**src/rtl/mul_seq_pkg.sv**
```systemverilog
// mul_seq_pkg: shared state encoding and default width for the multiply sequencer
package mul_seq_pkg;
  localparam int WIDTH_DEF = 32;
  typedef enum logic [1:0] {IDLE = 2'd0, RUN = 2'd1, FIX = 2'd2, DONE = 2'd3} state_e;
endpackage

```
**src/rtl/mul_seq_dp.sv**
```systemverilog
// mul_seq_dp: operand/product registers, shift-add step, sign fix and accumulate
// Ports: load captures operands, step does one radix-2 iteration, fix writes result_hi/result_lo.
module mul_seq_dp
  import mul_seq_pkg::*;
#(
  parameter int WIDTH = WIDTH_DEF
) (
  input  logic             clk,
  input  logic             reset,
  input  logic             load,
  input  logic             step,
  input  logic             fix,
  input  logic             is_signed,
  input  logic             acc_en,
  input  logic [WIDTH-1:0] a,
  input  logic [WIDTH-1:0] b,
  input  logic [WIDTH-1:0] acc_hi,
  input  logic [WIDTH-1:0] acc_lo,
  output logic [WIDTH-1:0] result_hi,
  output logic [WIDTH-1:0] result_lo
);
  logic [WIDTH-1:0]   mcand_q, mcand_d, mplier_q, mplier_d;
  logic [2*WIDTH-1:0] prod_q, prod_d, acc_q, acc_d, res_q, res_d;
  logic               neg_q, neg_d, acc_en_q, acc_en_d;
  logic [WIDTH:0]     sum;
  logic [2*WIDTH-1:0] signed_p;
  // Magnitude of the most negative value is 2^(W-1), which still fits unsigned.
  always_comb begin
    sum      = {1'b0, prod_q[2*WIDTH-1:WIDTH]} + {1'b0, mplier_q[0] ? mcand_q : '0};
    signed_p = neg_q ? -prod_q : prod_q;
    mcand_d  = load ? ((is_signed & a[WIDTH-1]) ? -a : a) : mcand_q;
    mplier_d = load ? ((is_signed & b[WIDTH-1]) ? -b : b) : step ? mplier_q >> 1 : mplier_q;
    prod_d   = load ? '0 : step ? {sum, prod_q[WIDTH-1:1]} : prod_q;
    neg_d    = load ? is_signed & (a[WIDTH-1] ^ b[WIDTH-1]) : neg_q;
    acc_en_d = load ? acc_en : acc_en_q;
    acc_d    = load ? {acc_hi, acc_lo} : acc_q;
    res_d    = fix ? signed_p + (acc_en_q ? acc_q : '0) : res_q;
  end
  always_ff @(posedge clk or posedge reset) begin
    if (reset) begin
      mcand_q  <= '0;
      mplier_q <= '0;
      prod_q   <= '0;
      neg_q    <= 1'b0;
      acc_en_q <= 1'b0;
      acc_q    <= '0;
      res_q    <= '0;
    end else begin
      mcand_q  <= mcand_d;
      mplier_q <= mplier_d;
      prod_q   <= prod_d;
      neg_q    <= neg_d;
      acc_en_q <= acc_en_d;
      acc_q    <= acc_d;
      res_q    <= res_d;
    end
  end
  assign {result_hi, result_lo} = res_q;
endmodule

```
**src/rtl/mul_seq.sv**
```systemverilog
// mul_seq: iterative radix-2 shift-add multiply sequencer (signed/unsigned, optional accumulate)
// Ports: start/flush control, is_signed/acc_en mode, a/b operands, acc_hi/acc_lo addend;
// busy (RUN/FIX), done one-cycle pulse, result_hi/result_lo registered product.
module mul_seq
  import mul_seq_pkg::*;
#(
  parameter int WIDTH = WIDTH_DEF,
  parameter int CW    = $clog2(WIDTH) + 1
) (
  input  logic             clk,
  input  logic             reset,
  input  logic             start,
  input  logic             flush,
  input  logic             is_signed,
  input  logic             acc_en,
  input  logic [WIDTH-1:0] a,
  input  logic [WIDTH-1:0] b,
  input  logic [WIDTH-1:0] acc_hi,
  input  logic [WIDTH-1:0] acc_lo,
  output logic             busy,
  output logic             done,
  output logic [WIDTH-1:0] result_hi,
  output logic [WIDTH-1:0] result_lo
);
  state_e        state_q, state_d;
  logic [CW-1:0] count_q, count_d;
  logic          busy_q, busy_d, done_q, done_d;
  logic          load, step, fix;
  always_comb begin
    load    = (state_q == IDLE) & start & ~flush;
    step    = (state_q == RUN) & ~flush;
    fix     = (state_q == FIX) & ~flush;
    state_d = state_q;
    count_d = count_q;
    if (flush) begin
      state_d = IDLE;
      count_d = '0;
    end else begin
      case (state_q)
        IDLE: if (start) begin
          state_d = RUN;
          count_d = CW'(WIDTH);
        end
        RUN: begin
          count_d = count_q - CW'(1);
          state_d = (count_q == CW'(1)) ? FIX : RUN;
        end
        FIX:     state_d = DONE;
        default: state_d = IDLE;
      endcase
    end
    // busy/done are registered from the next state so they line up with it.
    busy_d = (state_d == RUN) | (state_d == FIX);
    done_d = (state_d == DONE);
  end
  always_ff @(posedge clk or posedge reset) begin
    if (reset) begin
      state_q <= IDLE;
      count_q <= '0;
      busy_q  <= 1'b0;
      done_q  <= 1'b0;
    end else begin
      state_q <= state_d;
      count_q <= count_d;
      busy_q  <= busy_d;
      done_q  <= done_d;
    end
  end
  assign busy = busy_q;
  assign done = done_q;
  mul_seq_dp #(.WIDTH(WIDTH)) u_dp (
    .clk       (clk),
    .reset     (reset),
    .load      (load),
    .step      (step),
    .fix       (fix),
    .is_signed (is_signed),
    .acc_en    (acc_en),
    .a         (a),
    .b         (b),
    .acc_hi    (acc_hi),
    .acc_lo    (acc_lo),
    .result_hi (result_hi),
    .result_lo (result_lo)
  );
endmodule

```
**config.mk**
```make
export PLATFORM = sky130hd
export DESIGN_NAME = mul_seq
export DESIGN_NICKNAME = d
export VERILOG_FILES = /design/src/rtl/mul_seq_pkg.sv /design/src/rtl/mul_seq_dp.sv /design/src/rtl/mul_seq.sv
export SDC_FILE = /design/constraint.sdc
export NUM_CORES = 1
export LEC_CHECK = 0
export CAP_MARGIN = 25
export CORE_AREA = 8 8 212 214
export CTS_BUF_LIST = sky130_fd_sc_hd__clkbuf_4
export DETAILED_ROUTE_END_ITERATION = 16
export DIE_AREA = 0 0 220 222
export PLACE_DENSITY = 0.66
export SYNTH_ARGS = -nofsm -noshare
export SYNTH_HDL_FRONTEND = slang
export SYNTH_SLANG_ARGS = --single-unit
```
**constraint.sdc**
```tcl
create_clock -name clk -period 17.57 [get_ports clk]
set_clock_uncertainty 0.2 [all_clocks]
set_input_delay 1.757 -clock clk [delete_from_list [all_inputs] [get_ports clk]]
set_output_delay 1.757 -clock clk [all_outputs]
set_load 0.05 [all_outputs]
```
# [Word-level counts from Yosys, hierarchy flattened]
# Index checks and enable logic that the tools add are counted.
[word_totals] register_bits=268 input_bits=134 out_inout_bits=66 word_cells=54
[op_classes] add_sub_neg=6 eq_ne=7 muxes=16 bitwise_logic=10 n_reduce_logical=4
[ops] cell="$mux 64" count=4
[ops] cell="$mux 32" count=5
[ops] cell="$add 64x64->64" count=1
[ops] cell="$neg 32->32" count=2
[ops] cell="$neg 64->64" count=1
[ops] cell="$add 32x32->33" count=1
[ops] cell="$mux 6" count=2
[ops] cell="$pmux 6 s2" count=1
[ops] cell="$and 1x1->1" count=7
[ops] cell="$eq 2x2->1 const B" count=3
[ops] cell="$eq 6x1->1 const B" count=1
[ops] cell="$mux 2" count=3
[ops] cell="$pmux 2 s3" count=1
[ops] cell="$sub 6x1->6 const B" count=1
[ops] cell="$eq 2x1->1 const B" count=2
[ops] cell="$ne 3x3->1 const B" count=1
[ops] cell="$reduce_bool 3->1" count=1
[ops] cell="$logic_not 2->1" count=1
[ops] cell="$reduce_and 2->1" count=1
[ops] cell="$reduce_bool 2->1" count=1
[ops] cell="$not 1->1" count=1
[ops] cell="$or 1x1->1" count=1
[ops] cell="$xor 1x1->1" count=1

# [Depth between registers and ports, before layout]
# Gate-level depths: netlist (run 1).
[depth] depth_word=6 depth_mapped=22

# [Cells and area by module]
# Synthesis (run 1) repeated with hierarchy kept, for this count alone.
[hier_totals] cells_unflattened=2097 hier_area_um2=19123.3
[modules_own_cells] module="mul_seq_dp" instances=1 cells_per_inst=2041 area_per_inst_um2=18569.1 seq_area_each_um2=6456.2
[modules_own_cells] module="mul_seq" instances=1 cells_per_inst=56 area_per_inst_um2=554.3 seq_area_each_um2=250.2

# [Worst setup path after synthesis (run 1)]
# No wires, ideal clock.
[synth_path] path_type="flip-flop to flip-flop" startpoint="register u_dp.prod_q[3]" endpoint="register u_dp.res_q[61]" setup_ns=0.134 t_arrival_ns=4.767 slack_ns=12.469 path_stages_with_launch=18 path_buffers=0 period_less_slack_ns=5.101 path_cell_list="dfrtp_1 > or4_4 > or3_1 > or2_2 > or3_1 > or4_1 > o21ai_1 > xnor2_1 > ha_1 > a21o_1 > a2111oi_0 > or3_1 > o211ai_1 > o31ai_1 > nor3_1 > a311oi_1 > xor2_1 > o21ai_0"
[synth_via] elab_chain_len=3
[synth_lines] item="start, declared" line="mul_seq_dp.sv:23" rtl="logic [2*WIDTH-1:0] prod_q, prod_d, acc_q, acc_d, res_q, res_d;"
[synth_lines] item="start signal, assigned" line="mul_seq_dp.sv:51" rtl="prod_q <= prod_d;"
[synth_lines] item="$neg 64->64" line="mul_seq_dp.sv:30" rtl="signed_p = neg_q ? -prod_q : prod_q;"
[synth_lines] item="$mux 64 (*)" line="mul_seq_dp.sv:30"
[synth_lines] item="$add 64x64->64 (*)" line="mul_seq_dp.sv:37" rtl="res_d = fix ? signed_p + (acc_en_q ? acc_q : '0) : res_q;"
[synth_lines] item="end signal, assigned" line="mul_seq_dp.sv:55" rtl="res_q <= res_d;"
[synth_lines] item="end, declared" line="mul_seq_dp.sv:23"
# Every way passes the cells marked *; elsewhere a longest branch is shown, timed or not.
# A chain may end at the register's enable or synchronous reset.

# [Final worst setup path (run 1)]
[layout_path] startpoint="register u_dp.prod_q[3]" endpoint="register u_dp.res_q[52]"
# The elaborated chain is that of the path after synthesis.

==> results of run 1 <==
==> layer usage <==
layer	track usage, %	share of wire (%)	up-vias
met2	31.22	43	424
met1	30.16	48	7846
met4	7.250	2.6	0
li1	-	-	8247
met5	0	0	-
met3	4.570	6.0	108
==> flip-flops by register name (all words and copies together), names as in the netlist <==
register       count
u_dp.acc_q        64
u_dp.prod_q       64
u_dp.res_q        64
u_dp.mcand_q      32
u_dp.mplier_q     32
count_q            6
state_q            2
busy               1
done               1
u_dp.acc_en_q      1
u_dp.neg_q         1
==> cells by family (layout without fill, tap and decap cells) <==
family	count (synthesis)	in the layout	synth area share [%]
flops	268	268	36.32
fa+ha+maj	117	117	8.009
xor+xnor	206	206	9.771
simple gates	866	866	22.04
compound gates	616	616	20.69
buf+inv	154	389	3.178
other cells	0	1	0
==> layout make-up <==
cell class / instances / area, um^2
Fill cell: 4017 / 19620
Multi-Input combinational cell: 1805 / 11200
Sequential cell: 268 / 6706
Timing Repair Buffer: 211 / 2115
Clock buffer: 112 / 840.8
Tap cell: 539 / 674.4
Clock inverter: 26 / 163.9
Inverter: 40 / 157.7
Antenna cell: 1 / 2.502
==> synthesized netlist by cell type, types with 9 or more instances <==
cell type  number
o21a_1          9
nand4_1        26
nor3_1         44
nor2_1         82
ha_1          115
nand3_1        28
o22ai_1        30
a21o_1         47
a31oi_1        16
clkbuf_1      111
nor4_1         13
xor2_1         59
o21bai_1       14
o21ai_0       236
xnor2_1       147
and2_1        101
a211oi_1       10
dfrtp_1       268
nand2_1       470
a21boi_0        9
o31ai_1        32
nand2b_1       12
a21oi_1       115
or3_1          21
or4_1          15
inv_1          40
a22o_1         36
o211ai_1       11
nor2b_1        11
o41ai_1        13
==> worst max-delay path, cell delays in order, from the launching register on <==
cell       delay, ns
dfrtp_1         0.45
or4_4           0.57
or3_1           0.46
or3b_2          0.54
o21ai_0         0.21
xnor2_1         0.12
ha_1            0.42
and4_1          0.27
nand4_1         0.11
or3_1           0.33
a21o_1          0.19
a2111oi_0       0.82
nor3_1          0.16
nor3_1          0.58
a21boi_0        0.22
xor2_1          0.18
o21ai_0         0.14
==> power by group <==
part | total [mW] | internal, mW | switching (mW)
logic | 1.05 | 0.395 | 0.654
clock network | 0.603 | 0.323 | 0.281
registers | 0.843 | 0.745 | 0.0971
total | 2.49 | 1.46 | 1.03
==> layout by cell type (no fill, tap or decap), types with 5 or more instances in the layout <==
master	count
ha_1	115
buf_4	10
o31ai_1	32
clkdlybuf4s50_1	199
o41ai_1	13
a22o_1	36
nor4_1	13
nor3_1	44
nor2b_1	11
o22ai_1	30
nand2b_1	11
a31oi_1	16
nand2_1	470
nand3_1	28
xnor2_1	147
and4_1	5
or2_2	7
clkbuf_4	112
and2_1	101
xor2_1	59
o21ai_0	236
nor2_1	80
inv_1	39
or4_1	15
o21bai_1	14
o21a_1	9
a21boi_0	9
and3_1	6
a21o_1	47
a21oi_1	115
a211o_1	5
o211ai_1	11
nand4_1	26
dfrtp_1	268
a211oi_1	10
or3_1	20
clkinv_1	17
==> stage by stage <==
step	cells	instance area, um^2	total power [mW]	setup slack (ns)
finish	3002	21860	2.495	11.48
global route	3002	21860	2.676	11.23
CTS	3000	21830	2.520	11.43
detailed placement	2862	20820	1.899	11.50
global placement	2862	20820	1.883	11.46
floorplan	2227	18470	1.578	8.231
==> worst max path at each step <==
stage / slack [ns] / cells past startpoint / start / endpoint
after floorplan: 8.23 / 1 / reset / busy$_DFF_PP0_
after global placement: 11.46 / 16 / u_dp.prod_q[3]$_DFFE_PP0P_ / u_dp.res_q[52]$_DFFE_PP0P_
after detailed placement: 11.50 / 16 / u_dp.prod_q[3]$_DFFE_PP0P_ / u_dp.res_q[52]$_DFFE_PP0P_
after CTS: 11.43 / 16 / u_dp.prod_q[3]$_DFFE_PP0P_ / u_dp.res_q[52]$_DFFE_PP0P_
after global routing: 11.23 / 16 / u_dp.prod_q[3]$_DFFE_PP0P_ / u_dp.res_q[52]$_DFFE_PP0P_
final: 11.48 / 16 / u_dp.prod_q[3]$_DFFE_PP0P_ / u_dp.res_q[52]$_DFFE_PP0P_
==> impl_metrics.env, run 1 <==
export IMPL_holdCritPathClass="reg2reg"
export IMPL_path_clk_slew_ns=0.06
export IMPL_synth_area_um2=18470
export IMPL_fp_coreArea_um2=41480
export IMPL_die_x_um=220
export IMPL_yosysTopAreaCellShare_pct=36.32
export IMPL_synth_edf_count=0
export IMPL_finalWeightedCongestion=0.9661
export IMPL_grt_pass1_vias=16380
export IMPL_vias_per_cell=5.538
export IMPL_core_rowCount=75
export IMPL_ios=200
export IMPL_r2r_slack_ns=11.48
export IMPL_tns_ns=0
export IMPL_async_flop_share_pct=100.0
export IMPL_grt_util_all_layers_pct=21.16
export IMPL_status="finished clean"
export IMPL_max_slew_margin_pct=37.55
export IMPL_reg2reg_depth=16
export IMPL_hold_depth=2
export IMPL_hold_ws_ns=0.2670
export IMPL_synth_ff_type="dfrtp_1"
export IMPL_powerDensity_nw_per_um2=114.1
export IMPL_finalHoldViolations=0
export IMPL_finalMaxSlewViolations=0
export IMPL_drive_above_1_share_pct=6.580
export IMPL_first_pass_iters=7
export IMPL_rr_startpoint="u_dp.prod_q[3]$_DFFE_PP0P_"
export IMPL_min_from="u_dp.acc_q[0]$_DFFE_PP0P_"
export IMPL_remaining_drc_errors=0
export IMPL_rsz0062_at_grt="false"
export IMPL_syn_avg_cell_area_um2=8.292
export IMPL_worst_pin_slew_ns=0.9368
export IMPL_clkSinkCount=268
export IMPL_antenna_found_initial=1
export IMPL_fmax_ghz=0.1643
export IMPL_crit_path_end_kind="flip-flop"
export IMPL_cp_start_kind="flip-flop"
export IMPL_clk_insertion_delay_late_ns=0.76
export IMPL_cts_tree="done"
export IMPL_crit_required_ns=18.02
export IMPL_dp_hpwl_mm=39.14
export IMPL_clockRootBuffer="clkbuf_4"
export IMPL_fin_crit_ns=6.087
export IMPL_ys_warn_count=0
export IMPL_ys_types=71
export IMPL_grt_pass1_wl_mm=85.64
export IMPL_syn2layout_area_growth_pct=18.37
export IMPL_cts_resized=0
export IMPL_min_to="u_dp.acc_q[0]$_DFFE_PP0P_"
export IMPL_seq_area_frac_synth_pct=36.32
export IMPL_nets=2655
export IMPL_timing_worst_setup_path_type="reg2reg"
export IMPL_maxCapViolations=0
export IMPL_grt_max_degree=168
export IMPL_peakVddDrop_mv=0.05266
export IMPL_syn_nets=2478
export IMPL_die_height_um=222
export IMPL_routed_wirelength_mm=51.76
export IMPL_synth_seq_cells=268
export IMPL_setup_viol=0
export IMPL_crit_path_max_fanout=7
export IMPL_worst_r2r_endpoint="u_dp.res_q[52]$_DFFE_PP0P_"
export IMPL_finish_utilization_pct=52.70
export IMPL_drt_iter0_drc=1175
export IMPL_ctsLongestPathBuffers=3
export IMPL_post_cts_repair_setup_buffers=0
export IMPL_avgRoutedWirePerCell_um=17.24
export IMPL_vias=16630
export IMPL_start_util_pct=44.52
export IMPL_synthTopCellsByArea="dfrtp_1 (36%), nand2_1 (9.6%), ha_1 (7.8%)"
export IMPL_cts_hold_buffers=0
export IMPL_cts_buffers=78
export IMPL_h_tree_depth=3
export IMPL_port_buffers=199
export IMPL_power_leakage_nw=10.09
export IMPL_syn_inst=2227
export IMPL_cp_arrival_ns=6.54
export IMPL_die_area_um2=48840
export IMPL_antenna_left=0
export IMPL_synth_top_area_cell="dfrtp_1"
export IMPL_grt_overflow=0
export IMPL_period_share_pct=34.64
(Power assumes the default switching activity.)
==> run 2: changes to the inputs <==
==> constraint.sdc (replaced) <==
create_clock -name clk -period 6.05 [get_ports clk]
set_clock_uncertainty 0.2 [all_clocks]
set_input_delay 0.605 -clock clk [delete_from_list [all_inputs] [get_ports clk]]
set_output_delay 0.605 -clock clk [all_outputs]
set_load 0.05 [all_outputs]
==> impl_metrics.env, run 2 (synthesized netlist as in run 1, its figures left out) <==
export IMPL_status="finished clean"
export IMPL_start_util_pct=44.52
export IMPL_vias_per_cell=5.523
export IMPL_routed_wirelength_mm=52.54
export IMPL_setup_viol=0
export IMPL_port_buffers=199
export IMPL_first_pass_iters=5
export IMPL_drive_above_1_share_pct=6.966
export IMPL_timing_worst_setup_path_type="reg2reg"
export IMPL_h_tree_depth=3
export IMPL_clk_insertion_delay_late_ns=0.78
export IMPL_path_clk_slew_ns=0.06
export IMPL_layout_commonest_cell="nand2_1"
export IMPL_powerDensity_nw_per_um2=331.8
export IMPL_core_rowCount=75
export IMPL_syn2layout_area_growth_pct=18.80
export IMPL_reg2reg_depth=15
export IMPL_crit_path_max_fanout=7
export IMPL_power_leakage_nw=10.13
export IMPL_stdcell_count=3011
export IMPL_finalHoldViolations=0
export IMPL_rr_startpoint="u_dp.prod_q[3]$_DFFE_PP0P_"
export IMPL_cp_start_kind="flip-flop"
export IMPL_finalMaxSlewViolations=0
export IMPL_reg_largest_list="u_dp.acc_q (64), u_dp.prod_q (64), u_dp.res_q (64)"
export IMPL_max_slew_margin_pct=39.16
export IMPL_min_to="u_dp.acc_q[63]$_DFFE_PP0P_"
export IMPL_ios=200
export IMPL_min_from="acc_hi[31]"
export IMPL_preCtsSetupSlack_ns=0.3504
export IMPL_die_area_um2=48840
export IMPL_numPlacedInstances=2872
export IMPL_die_height_um=222
export IMPL_maxCapViolations=0
export IMPL_layout_common_cells="nand2_1 (470), dfrtp_1 (268), o21ai_0 (236)"
export IMPL_r2r_slack_ns=0.35
export IMPL_ctsLongestPathBuffers=3
export IMPL_cts_tree="done"
export IMPL_dp_hpwl_mm=39.97
export IMPL_setup_slack_ns=0.3540
export IMPL_rsz0062_at_grt="true"
export IMPL_crit_path_end_kind="flip-flop"
export IMPL_avgRoutedWirePerCell_um=17.45
export IMPL_cp_arrival_ns=6.11
export IMPL_clockRootBuffer="clkbuf_4"
export IMPL_grt_overflow=0
export IMPL_cts_hold_buffers=0
export IMPL_fin_crit_ns=5.696
export IMPL_holdCritPathClass="in2reg"
export IMPL_worst_r2r_endpoint="u_dp.res_q[62]$_DFFE_PP0P_"
export IMPL_worst_pin_slew_ns=0.9007
export IMPL_fmax_ghz=0.1756
export IMPL_remaining_drc_errors=0
export IMPL_finalWeightedCongestion=0.9420
export IMPL_grt_pass1_wl_mm=85.57
export IMPL_peakVddDrop_mv=0.2752
export IMPL_drt_iter0_drc=1211
export IMPL_crit_required_ns=6.47
export IMPL_fp_coreArea_um2=41480
export IMPL_antenna_found_initial=3
export IMPL_grt_util_all_layers_pct=21.18
export IMPL_grt_pass1_vias=16360
export IMPL_cts_buffers=78
export IMPL_hold_depth=3
export IMPL_period_share_pct=94.15
export IMPL_tns_ns=0
export IMPL_clkSinkCount=268
export IMPL_vias=16630
export IMPL_antenna_left=0
export IMPL_die_x_um=220
export IMPL_nets=2664
export IMPL_finish_utilization_pct=52.89
export IMPL_grt_max_degree=138
==> run 2: power breakdown <==
part | internal, mW | total, mW | switching [mW]
clock network | 0.963 | 1.77 | 0.811
registers | 2.16 | 2.45 | 0.287
logic | 1.15 | 3.05 | 1.90
==> run 2: metrics by stage <==
step                cell area (um^2)  power (mW)  hold WS (ns)
floorplan                      18470       4.584        0.2311
global placement               20910       5.486        0.2496
detailed placement             20910       5.530        0.2542
CTS                            21920       7.354        0.1028
global route                   21940       7.782        0.1166
finish                         21940       7.279        0.1616
==> run 2: layout make-up <==
class	instances	area [um^2]
fill	4029	19540
multi-input combinational	1805	11200
sequential	268	6706
timing repair buffer	220	2175
clock buffer	109	818.3
tap	539	674.4
clock inverter	27	197.7
inverter	40	153.9
antenna	3	7.507
==> run 2: worst max-delay path by stage <==
stage / startpoint / endpoint / cells after the start
2_1_floorplan: u_dp.prod_q[3]$_DFFE_PP0P_ / u_dp.res_q[61]$_DFFE_PP0P_ / 17
3_3_place_gp: u_dp.prod_q[3]$_DFFE_PP0P_ / u_dp.res_q[61]$_DFFE_PP0P_ / 17
3_5_place_dp: u_dp.prod_q[3]$_DFFE_PP0P_ / u_dp.res_q[61]$_DFFE_PP0P_ / 17
4_1_cts: u_dp.prod_q[3]$_DFFE_PP0P_ / u_dp.res_q[61]$_DFFE_PP0P_ / 17
5_1_grt: u_dp.prod_q[3]$_DFFE_PP0P_ / u_dp.res_q[62]$_DFFE_PP0P_ / 18
6_report: u_dp.prod_q[3]$_DFFE_PP0P_ / u_dp.res_q[62]$_DFFE_PP0P_ / 15
==> run 2: worst max-delay path: stages, from the launching register on <==
cell,delay [ns]
dfrtp_1,0.44
or4_4,0.57
or3_1,0.47
or2_2,0.35
o31ai_1,0.29
xnor2_1,0.16
ha_1,0.45
nand4_1,0.18
or3_1,0.40
o31a_1,0.30
o41ai_1,0.49
buf_4,0.20
a311oi_1,0.20
o31ai_2,0.49
nor4b_1,0.11
a211o_1,0.24
==> run 2: what timing repair did <==
action	in CTS	in global routing
setup buffers	0	0
resized for setup	0	2
setup endpoints to repair	0	3
==> run 2: layer usage <==
layer / vias to the layer above / track usage (%) / share of wire, %
li1: 8253 / - / -
met1: 7861 / 30.41 / 49
met2: 443 / 31.97 / 44
met3: 71 / 4.134 / 5.7
met4: 2 / 5.817 / 1.8
met5: - / 0 / 0.025
